### src/rtl/easyaxi_rd_mst_ost_if.sv
// rtl/easyaxi_rd_mst_ost_if.sv - command, AR, R and result channels of the outstanding AXI read master
interface easyaxi_rd_mst_ost_if #(
  parameter int ID_W   = 4,
  parameter int ADDR_W = 32,
  parameter int DATA_W = 32,
  parameter int LW     = 4
);
  logic              cmd_valid;
  logic              cmd_ready;
  logic [ADDR_W-1:0] cmd_addr;
  logic [LW-1:0]     cmd_len;
  logic [2:0]        cmd_size;
  logic [1:0]        cmd_burst;

  logic              axi_mst_arvalid;
  logic              axi_mst_arready;
  logic [ID_W-1:0]   axi_mst_arid;
  logic [ADDR_W-1:0] axi_mst_araddr;
  logic [7:0]        axi_mst_arlen;
  logic [2:0]        axi_mst_arsize;
  logic [1:0]        axi_mst_arburst;

  logic              axi_mst_rvalid;
  logic              axi_mst_rready;
  logic [ID_W-1:0]   axi_mst_rid;
  logic [DATA_W-1:0] axi_mst_rdata;
  logic [1:0]        axi_mst_rresp;
  logic              axi_mst_rlast;

  logic              res_valid;
  logic              res_ready;
  logic [ID_W-1:0]   res_id;
  logic [1:0]        res_resp;
  logic [LW:0]       res_beats;
  logic [DATA_W-1:0] res_csum;

  modport master (
    input  cmd_valid, cmd_addr, cmd_len, cmd_size, cmd_burst,
    output cmd_ready,
    output axi_mst_arvalid, axi_mst_arid, axi_mst_araddr, axi_mst_arlen, axi_mst_arsize, axi_mst_arburst,
    input  axi_mst_arready,
    input  axi_mst_rvalid, axi_mst_rid, axi_mst_rdata, axi_mst_rresp, axi_mst_rlast,
    output axi_mst_rready,
    output res_valid, res_id, res_resp, res_beats, res_csum,
    input  res_ready
  );

  modport slave (
    output cmd_valid, cmd_addr, cmd_len, cmd_size, cmd_burst,
    input  cmd_ready,
    input  axi_mst_arvalid, axi_mst_arid, axi_mst_araddr, axi_mst_arlen, axi_mst_arsize, axi_mst_arburst,
    output axi_mst_arready,
    output axi_mst_rvalid, axi_mst_rid, axi_mst_rdata, axi_mst_rresp, axi_mst_rlast,
    input  axi_mst_rready,
    input  res_valid, res_id, res_resp, res_beats, res_csum,
    output res_ready
  );
endinterface

### src/rtl/easyaxi_rd_mst_ost.sv
// rtl/easyaxi_rd_mst_ost.sv - AXI read master with a slot buffer of outstanding bursts
// Commands allocate slots in order, R beats land by slot ID, results retire in command order.
module easyaxi_rd_mst_ost #(
  parameter int OST_DEPTH     = 8,
  parameter int MAX_BURST_LEN = 16,
  parameter int ID_W          = 4,
  parameter int ADDR_W        = 32,
  parameter int DATA_W        = 32
) (
  input  logic                       clk,
  input  logic                       rst_n,
  easyaxi_rd_mst_ost_if.master       bus,
  output logic [$clog2(OST_DEPTH):0] o_ost_cnt,
  output logic                       o_proto_err
);
  localparam int OW = $clog2(OST_DEPTH);
  localparam int LW = $clog2(MAX_BURST_LEN);
  localparam logic [OW-1:0] PTR_ONE  = OW'(1);
  localparam logic [OW:0]   CNT_ONE  = (OW+1)'(1);
  localparam logic [LW:0]   BEAT_ONE = (LW+1)'(1);

  typedef enum logic [1:0] {S_FREE, S_ISSUE, S_WAIT, S_DONE} slot_st_e;

  slot_st_e          r_state     [OST_DEPTH];
  slot_st_e          w_state_nxt [OST_DEPTH];
  logic [ADDR_W-1:0] r_addr      [OST_DEPTH];
  logic [LW-1:0]     r_len       [OST_DEPTH];
  logic [2:0]        r_size      [OST_DEPTH];
  logic [1:0]        r_burst     [OST_DEPTH];
  logic [1:0]        r_resp      [OST_DEPTH];
  logic [LW:0]       r_beats     [OST_DEPTH];
  logic [DATA_W-1:0] r_csum      [OST_DEPTH];

  logic [OW-1:0] r_set_ptr;
  logic [OW-1:0] r_req_ptr;
  logic [OW-1:0] r_clr_ptr;
  logic [OW:0]   r_ost_cnt;
  logic          r_proto_err;

  logic          w_full;
  logic          w_cmd_acc;
  logic          w_arvalid;
  logic          w_ar_hs;
  logic          w_res_valid;
  logic          w_res_hs;
  logic [OW-1:0] w_r_slot;
  logic          w_r_hi_ok;
  logic          w_r_acc;
  logic [LW:0]   w_len_p1;
  logic [LW:0]   w_beats_p1;
  logic          w_r_room;
  logic          w_err;

  // Occupancy tops out at OST_DEPTH, so its MSB alone means every slot is taken.
  assign w_full      = r_ost_cnt[OW];
  assign w_cmd_acc   = bus.cmd_valid & ~w_full;
  assign w_arvalid   = (r_state[r_req_ptr] == S_ISSUE);
  assign w_ar_hs     = w_arvalid & bus.axi_mst_arready;
  assign w_res_valid = (r_state[r_clr_ptr] == S_DONE);
  assign w_res_hs    = w_res_valid & bus.res_ready;

  assign w_r_slot   = bus.axi_mst_rid[OW-1:0];
  assign w_r_hi_ok  = ((bus.axi_mst_rid >> OW) == '0);
  assign w_r_acc    = bus.axi_mst_rvalid & w_r_hi_ok & (r_state[w_r_slot] == S_WAIT);
  assign w_len_p1   = {1'b0, r_len[w_r_slot]} + BEAT_ONE;
  assign w_beats_p1 = r_beats[w_r_slot] + BEAT_ONE;
  // Once a burst has its full beat count, surplus beats are dropped until rlast closes it.
  assign w_r_room   = (r_beats[w_r_slot] != w_len_p1);

  assign w_err = (bus.axi_mst_rvalid & ~w_r_acc)
               | (w_r_acc &  bus.axi_mst_rlast & (w_beats_p1 != w_len_p1))
               | (w_r_acc & ~bus.axi_mst_rlast & ~w_r_room);

  always_comb begin
    for (int i = 0; i < OST_DEPTH; i++) begin
      w_state_nxt[i] = r_state[i];
      if (w_cmd_acc && (r_set_ptr == OW'(i)))
        w_state_nxt[i] = S_ISSUE;
      if (w_ar_hs && (r_req_ptr == OW'(i)))
        w_state_nxt[i] = S_WAIT;
      if (w_r_acc && bus.axi_mst_rlast && (w_r_slot == OW'(i)))
        w_state_nxt[i] = S_DONE;
      if (w_res_hs && (r_clr_ptr == OW'(i)))
        w_state_nxt[i] = S_FREE;
    end
  end

  always_ff @(posedge clk or negedge rst_n) begin
    if (!rst_n) begin
      for (int i = 0; i < OST_DEPTH; i++)
        r_state[i] <= S_FREE;
    end else begin
      for (int i = 0; i < OST_DEPTH; i++)
        r_state[i] <= w_state_nxt[i];
    end
  end

  always_ff @(posedge clk or negedge rst_n) begin
    if (!rst_n) begin
      for (int i = 0; i < OST_DEPTH; i++) begin
        r_addr[i]  <= '0;
        r_len[i]   <= '0;
        r_size[i]  <= '0;
        r_burst[i] <= '0;
        r_resp[i]  <= '0;
        r_beats[i] <= '0;
        r_csum[i]  <= '0;
      end
    end else begin
      if (w_cmd_acc) begin
        r_addr[r_set_ptr]  <= bus.cmd_addr;
        r_len[r_set_ptr]   <= bus.cmd_len;
        r_size[r_set_ptr]  <= bus.cmd_size;
        r_burst[r_set_ptr] <= bus.cmd_burst;
        r_resp[r_set_ptr]  <= '0;
        r_beats[r_set_ptr] <= '0;
        r_csum[r_set_ptr]  <= '0;
      end
      if (w_r_acc && w_r_room) begin
        r_beats[w_r_slot] <= w_beats_p1;
        r_csum[w_r_slot]  <= r_csum[w_r_slot] ^ bus.axi_mst_rdata;
        if (bus.axi_mst_rresp > r_resp[w_r_slot])
          r_resp[w_r_slot] <= bus.axi_mst_rresp;
      end
    end
  end

  always_ff @(posedge clk or negedge rst_n) begin
    if (!rst_n) begin
      r_set_ptr   <= '0;
      r_req_ptr   <= '0;
      r_clr_ptr   <= '0;
      r_ost_cnt   <= '0;
      r_proto_err <= 1'b0;
    end else begin
      if (w_cmd_acc) r_set_ptr <= r_set_ptr + PTR_ONE;
      if (w_ar_hs)   r_req_ptr <= r_req_ptr + PTR_ONE;
      if (w_res_hs)  r_clr_ptr <= r_clr_ptr + PTR_ONE;
      case ({w_cmd_acc, w_res_hs})
        2'b10:   r_ost_cnt <= r_ost_cnt + CNT_ONE;
        2'b01:   r_ost_cnt <= r_ost_cnt - CNT_ONE;
        default: r_ost_cnt <= r_ost_cnt;
      endcase
      if (w_err) r_proto_err <= 1'b1;
    end
  end

  assign bus.cmd_ready       = ~w_full;
  assign bus.axi_mst_arvalid = w_arvalid;
  assign bus.axi_mst_arid    = ID_W'(r_req_ptr);
  assign bus.axi_mst_araddr  = r_addr[r_req_ptr];
  assign bus.axi_mst_arlen   = 8'(r_len[r_req_ptr]);
  assign bus.axi_mst_arsize  = r_size[r_req_ptr];
  assign bus.axi_mst_arburst = r_burst[r_req_ptr];
  assign bus.axi_mst_rready  = 1'b1;
  assign bus.res_valid       = w_res_valid;
  assign bus.res_id          = ID_W'(r_clr_ptr);
  assign bus.res_resp        = r_resp[r_clr_ptr];
  assign bus.res_beats       = r_beats[r_clr_ptr];
  assign bus.res_csum        = r_csum[r_clr_ptr];
  assign o_ost_cnt           = r_ost_cnt;
  assign o_proto_err         = r_proto_err;
endmodule

### src/flat_wrapper.sv
// flat-port wrapper written by rule: the top's interface ports become plain ports
module easyaxi_rd_mst_ost_flat 
#(
  parameter int OST_DEPTH     = 8,
  parameter int MAX_BURST_LEN = 16,
  parameter int ID_W          = 4,
  parameter int ADDR_W        = 32,
  parameter int DATA_W        = 32
)
  (clk, rst_n, o_ost_cnt, o_proto_err, bus_cmd_valid, bus_cmd_addr, bus_cmd_len, bus_cmd_size, bus_cmd_burst, bus_cmd_ready, bus_axi_mst_arvalid, bus_axi_mst_arid, bus_axi_mst_araddr, bus_axi_mst_arlen, bus_axi_mst_arsize, bus_axi_mst_arburst, bus_axi_mst_arready, bus_axi_mst_rvalid, bus_axi_mst_rid, bus_axi_mst_rdata, bus_axi_mst_rresp, bus_axi_mst_rlast, bus_axi_mst_rready, bus_res_valid, bus_res_id, bus_res_resp, bus_res_beats, bus_res_csum, bus_res_ready);
  easyaxi_rd_mst_ost_if #(.ID_W(ID_W), .ADDR_W(ADDR_W), .DATA_W(DATA_W), .LW(4)) bus_i ();
  input  logic clk;
  input  logic rst_n;
  output logic [$clog2(OST_DEPTH):0] o_ost_cnt;
  output logic o_proto_err;
  input wire logic [$bits(bus_i.cmd_valid)-1:0] bus_cmd_valid;
  input wire logic [$bits(bus_i.cmd_addr)-1:0] bus_cmd_addr;
  input wire logic [$bits(bus_i.cmd_len)-1:0] bus_cmd_len;
  input wire logic [$bits(bus_i.cmd_size)-1:0] bus_cmd_size;
  input wire logic [$bits(bus_i.cmd_burst)-1:0] bus_cmd_burst;
  output wire logic [$bits(bus_i.cmd_ready)-1:0] bus_cmd_ready;
  output wire logic [$bits(bus_i.axi_mst_arvalid)-1:0] bus_axi_mst_arvalid;
  output wire logic [$bits(bus_i.axi_mst_arid)-1:0] bus_axi_mst_arid;
  output wire logic [$bits(bus_i.axi_mst_araddr)-1:0] bus_axi_mst_araddr;
  output wire logic [$bits(bus_i.axi_mst_arlen)-1:0] bus_axi_mst_arlen;
  output wire logic [$bits(bus_i.axi_mst_arsize)-1:0] bus_axi_mst_arsize;
  output wire logic [$bits(bus_i.axi_mst_arburst)-1:0] bus_axi_mst_arburst;
  input wire logic [$bits(bus_i.axi_mst_arready)-1:0] bus_axi_mst_arready;
  input wire logic [$bits(bus_i.axi_mst_rvalid)-1:0] bus_axi_mst_rvalid;
  input wire logic [$bits(bus_i.axi_mst_rid)-1:0] bus_axi_mst_rid;
  input wire logic [$bits(bus_i.axi_mst_rdata)-1:0] bus_axi_mst_rdata;
  input wire logic [$bits(bus_i.axi_mst_rresp)-1:0] bus_axi_mst_rresp;
  input wire logic [$bits(bus_i.axi_mst_rlast)-1:0] bus_axi_mst_rlast;
  output wire logic [$bits(bus_i.axi_mst_rready)-1:0] bus_axi_mst_rready;
  output wire logic [$bits(bus_i.res_valid)-1:0] bus_res_valid;
  output wire logic [$bits(bus_i.res_id)-1:0] bus_res_id;
  output wire logic [$bits(bus_i.res_resp)-1:0] bus_res_resp;
  output wire logic [$bits(bus_i.res_beats)-1:0] bus_res_beats;
  output wire logic [$bits(bus_i.res_csum)-1:0] bus_res_csum;
  input wire logic [$bits(bus_i.res_ready)-1:0] bus_res_ready;
  assign bus_i.cmd_valid = bus_cmd_valid;
  assign bus_i.cmd_addr = bus_cmd_addr;
  assign bus_i.cmd_len = bus_cmd_len;
  assign bus_i.cmd_size = bus_cmd_size;
  assign bus_i.cmd_burst = bus_cmd_burst;
  assign bus_cmd_ready = bus_i.cmd_ready;
  assign bus_axi_mst_arvalid = bus_i.axi_mst_arvalid;
  assign bus_axi_mst_arid = bus_i.axi_mst_arid;
  assign bus_axi_mst_araddr = bus_i.axi_mst_araddr;
  assign bus_axi_mst_arlen = bus_i.axi_mst_arlen;
  assign bus_axi_mst_arsize = bus_i.axi_mst_arsize;
  assign bus_axi_mst_arburst = bus_i.axi_mst_arburst;
  assign bus_i.axi_mst_arready = bus_axi_mst_arready;
  assign bus_i.axi_mst_rvalid = bus_axi_mst_rvalid;
  assign bus_i.axi_mst_rid = bus_axi_mst_rid;
  assign bus_i.axi_mst_rdata = bus_axi_mst_rdata;
  assign bus_i.axi_mst_rresp = bus_axi_mst_rresp;
  assign bus_i.axi_mst_rlast = bus_axi_mst_rlast;
  assign bus_axi_mst_rready = bus_i.axi_mst_rready;
  assign bus_res_valid = bus_i.res_valid;
  assign bus_res_id = bus_i.res_id;
  assign bus_res_resp = bus_i.res_resp;
  assign bus_res_beats = bus_i.res_beats;
  assign bus_res_csum = bus_i.res_csum;
  assign bus_i.res_ready = bus_res_ready;
  easyaxi_rd_mst_ost #(.OST_DEPTH(OST_DEPTH), .MAX_BURST_LEN(MAX_BURST_LEN), .ID_W(ID_W), .ADDR_W(ADDR_W), .DATA_W(DATA_W)) u_core (.clk(clk), .rst_n(rst_n), .bus(bus_i), .o_ost_cnt(o_ost_cnt), .o_proto_err(o_proto_err));
endmodule
### config.mk
export PLATFORM = sky130hd
export DESIGN_NAME = easyaxi_rd_mst_ost_flat
export DESIGN_NICKNAME = d
export VERILOG_FILES = /design/src/rtl/easyaxi_rd_mst_ost_if.sv /design/src/rtl/easyaxi_rd_mst_ost.sv /design/src/flat_wrapper.sv
export SDC_FILE = /design/constraint.sdc
export NUM_CORES = 1
export LEC_CHECK = 0
export CAP_MARGIN = 20
export CORE_UTILIZATION = 60
export DETAILED_ROUTE_END_ITERATION = 10
export PLACE_DENSITY_LB_ADDON = 0.08
export SLEW_MARGIN = 20
export SYNTH_ARGS = -nofsm -noshare
export SYNTH_HDL_FRONTEND = slang
export SYNTH_SLANG_ARGS = --single-unit
### constraint.sdc
create_clock -name clk -period 3.6 [get_ports clk]
set_input_delay 0.9 -clock clk [delete_from_list [all_inputs] [get_ports clk]]
set_output_delay 0.9 -clock clk [all_outputs]
set_load 0.02 [all_outputs]
==> flow_metrics.env <==
export IMPL_run_status="complete, no violations"
export IMPL_clkLatencyLatePin_ns=0.61
export IMPL_place_area_um2=38400
export IMPL_synth_fa_ha_area_frac=0.00955
export IMPL_grt_busiest_layer="met2"
export IMPL_die_h_um=243
export IMPL_grt_pass1_wl_mm=144
export IMPL_cp_cell_sequence="buf_12, clkbuf_16, mux4_2, nand2_1, nand2_1, clkdlybuf4s50_1"
export IMPL_grt_pass1_vias=25100
export IMPL_drcViolationCount=0
export IMPL_relSlewSlack=0.243
export IMPL_coreArea_um2=56900
export IMPL_p_per_area_nw_per_um2=652
export IMPL_numPortBuffers=179
export IMPL_ys_ff_latch=670
export IMPL_max_freq_mhz=283
export IMPL_avgViaCountPerCell=6.25
export IMPL_antenna_found_initial=5
export IMPL_cts_made_buffers=74
export IMPL_die_w_um=243
export IMPL_use_met2=0.545
export IMPL_nNetsFinal=2998
export IMPL_numClockSinks=670
export IMPL_leakage_nw=19.7
export IMPL_synth_top_area_frac=0.481
export IMPL_finalNonFillerCells=3700
export IMPL_htree_levels=3
export IMPL_crit_required_ns=2.70
export IMPL_worstSetupStartpointType="flop"
export IMPL_synth_edf_count=0
export IMPL_synth_top_family_by_area="multiplexers"
export IMPL_seq_area_frac_synth=0.481
export IMPL_finalHoldViolations=0
export IMPL_drv_cap=0
export IMPL_hold_path_class="in2async"
export IMPL_finalSetupViolCount=0
export IMPL_yosys_warnings=0
export IMPL_r2r_start="u_core.r_beats[13]"
export IMPL_cpPeakStageDelay_ns=0.54
export IMPL_crit_path_end_kind="primary output"
export IMPL_dpl_hpwl_mm=55.9
export IMPL_tightest_slew_ns=1.14
export IMPL_grt_max_degree=80
export IMPL_intPower_mw=18.0
export IMPL_clock_root_buffer="clkbuf_16"
export IMPL_syn_area_per_cell_um2=13.2
export IMPL_synth_cell_area_um2=34900
export IMPL_fillCellCount=3792
export IMPL_synth_mux_area_frac=0.369
export IMPL_drive_gt1_frac=0.305
export IMPL_fin_crit_ns=3.54
export IMPL_yosys_most_used_dff="dfrtp_1"
export IMPL_tns_ns=0
export IMPL_switchingPower_mw=8.85
export IMPL_area_growth_pct=18.1
export IMPL_crit_top_cell="nand2_1"
export IMPL_worstRegToRegCells=9
export IMPL_mostFrequentLayoutCell="dfrtp_1"
export IMPL_drt_wl_total_mm=91.1
export IMPL_antenna_left=0
export IMPL_met1_usage=0.408
export IMPL_fin_skew_ns=0.0226
export IMPL_combPwrFrac=0.338
export IMPL_cp_max_fo=12
export IMPL_crit_path_top_delay_cell="clkdlybuf4s50_1"
export IMPL_clockBufferDepth=3
export IMPL_vdd_drop_max_mv=0.490
export IMPL_synth_compound_area_frac=0.0127
export IMPL_routedWlPerCell_um=24.6
export IMPL_rsz0062_at_grt="yes"
export IMPL_synthCells=2636
export IMPL_reg2reg_slack_ns=0.19
export IMPL_arrival_ns=2.64
export IMPL_seqPwrFrac=0.380
export IMPL_final_area_um2=41200
export IMPL_swShare=0.330
export IMPL_gp_congestion=0.867
export IMPL_yosys_area_top_type="dfrtp_1"
export IMPL_grt_use_met3=0.0617
export IMPL_firstDrtPassIters=5
export IMPL_clk_pin_slew_ns=0.06
export IMPL_yosys_area_share_simple=0.0815
export IMPL_timing_rr_end="u_core.r_csum[174]"
export IMPL_cts_tree="built"
export IMPL_final_cell_mix="dfrtp_1, nand2_1, mux2i_1"
export IMPL_drv_slew=0
export IMPL_initial_utilization=0.612
export IMPL_overflow=0
export IMPL_synthArstFlopShare=1.00
export IMPL_path_class="reg2out"
export IMPL_synthXorXnorAreaFrac=0.0123
export IMPL_fp_row_count=87
export IMPL_die_area_um2=59100
export IMPL_grt_usage=0.317
export IMPL_ios=187
export IMPL_synth_area_leaders="dfrtp_1, mux4_2, mux2_2"
export IMPL_drt_iter0_drc=1477
export IMPL_synth_cell_types=54
export IMPL_num_vias=23100
export IMPL_total_power_mw=26.8
export IMPL_fin_crit_sh=0.982
export IMPL_clock_power_share=0.281
export IMPL_dp_cells=3551
[through the flow]
step,utilization,hold WS (ns),setup slack (ns)
2_1_floorplan,-,0.474,0.00625
3_3_place_gp,0.675,0.481,-0.377
3_5_place_dp,0.675,0.487,-0.440
4_1_cts,0.720,0.347,-0.0819
5_1_grt,0.723,0.369,-0.0152
6_report,0.723,0.342,0.0640
[repair_timing]
item                                   in CTS  in global routing
setup endpoints to repair                  74                 55
hold buffers                                0                  0
endpoints found under the hold margin       0                  0
cloned                                      1                  2
pin swaps                                   0                  0
buffers inserted                           10                  2
gates resized for setup                    18                 37
[worst max-delay path: cells and delay by family, from the launching register on]
kind | cells | cell delay, ns
simple gates | 2 | 0.16
flops | 1 | 0.46
buf+inv | 3 | 0.88
mux | 1 | 0.52
[power by group through the flow]
stage / clock (mW) / combinational (mW) / sequential [mW]
6_report: 7.55 / 9.08 / 10.2
5_1_grt: 7.95 / 9.75 / 10.4
4_1_cts: 7.65 / 9.05 / 10.2
3_5_place_dp: 0 / 8.78 / 10.4
3_3_place_gp: 0 / 8.54 / 10.2
2_1_floorplan: 0 / 5.78 / 9.87
[Yosys cell counts, types with 3 or more instances]
| master | number |
|---|---|
| dfrtp_1 | 670 |
| nand2_1 | 590 |
| mux2i_1 | 352 |
| mux2_2 | 331 |
| mux4_2 | 235 |
| clkbuf_1 | 88 |
| buf_1 | 50 |
| xor2_1 | 38 |
| inv_1 | 27 |
| ha_1 | 25 |
| o21ai_0 | 19 |
| buf_12 | 16 |
| nor2_1 | 15 |
| nand3_1 | 13 |
| buf_2 | 12 |
| nand2b_1 | 12 |
| and3_1 | 11 |
| xnor2_1 | 11 |
| a21oi_1 | 10 |
| buf_6 | 10 |
| buf_4 | 9 |
| mux4_1 | 9 |
| nor2_8 | 7 |
| a22oi_1 | 6 |
| a31oi_1 | 6 |
| a32oi_1 | 6 |
| and2_1 | 6 |
| nor3b_1 | 6 |
| or4_1 | 5 |
| nor2b_1 | 4 |
| o32ai_1 | 4 |
| mux2i_2 | 3 |
[kinds of logic after synthesis]
group,Yosys count
DFF,670
muxes,931
adders and majority gates,26
xor gates and xnor gates,49
AOI/OAI and AO/OA,64
buffers and inverters,215
other,2
and+or+nand+nor,679
[worst max path at each step]
stage	from	endpoint
floorplan	bus_axi_mst_rid[1]	u_core.r_csum[162]
global placement	bus_axi_mst_rid[0]	u_core.r_csum[168]
detailed placement	bus_axi_mst_rid[0]	u_core.r_beats[25]
CTS	u_core.r_req_ptr[0]	bus_axi_mst_araddr[2]
global route	u_core.r_req_ptr[0]	bus_axi_mst_araddr[2]
finish	u_core.r_req_ptr[0]	bus_axi_mst_araddr[8]
[per-layer routing]
| metal | vias up | wire [um] |
|---|---|---|
| met5 | - | 54 |
| met4 | 8 | 2470 |
| met3 | 173 | 5320 |
| met2 | 719 | 47000 |
| met1 | 12200 | 36200 |
| li1 | 9996 | - |
[final cells by class]
| cell class | instances | area [um^2] | area share |
|---|---|---|---|
| multi-input cells | 1756 | 17000 | 0.413 |
| flip-flops and latches | 670 | 16800 | 0.408 |
| repair buffers | 354 | 3880 | 0.0943 |
| clock buffers | 117 | 2250 | 0.0548 |
| well taps | 756 | 946 | 0.0230 |
| clock inverters | 16 | 174 | 0.00422 |
| inverters | 30 | 115 | 0.00280 |
| diodes | 1 | 2.50 | 0.0000608 |
[state kept, by name (all words and copies together) (netlist names), 4 cells and up]
register and cells:
u_core.o_ost_cnt 4, u_core.r_addr 256, u_core.r_beats 40, u_core.r_burst 16
u_core.r_csum 256, u_core.r_len 32, u_core.r_resp 16, u_core.r_size 24
u_core.r_state 16
Note: power is estimated with default switching activity, not from simulation.
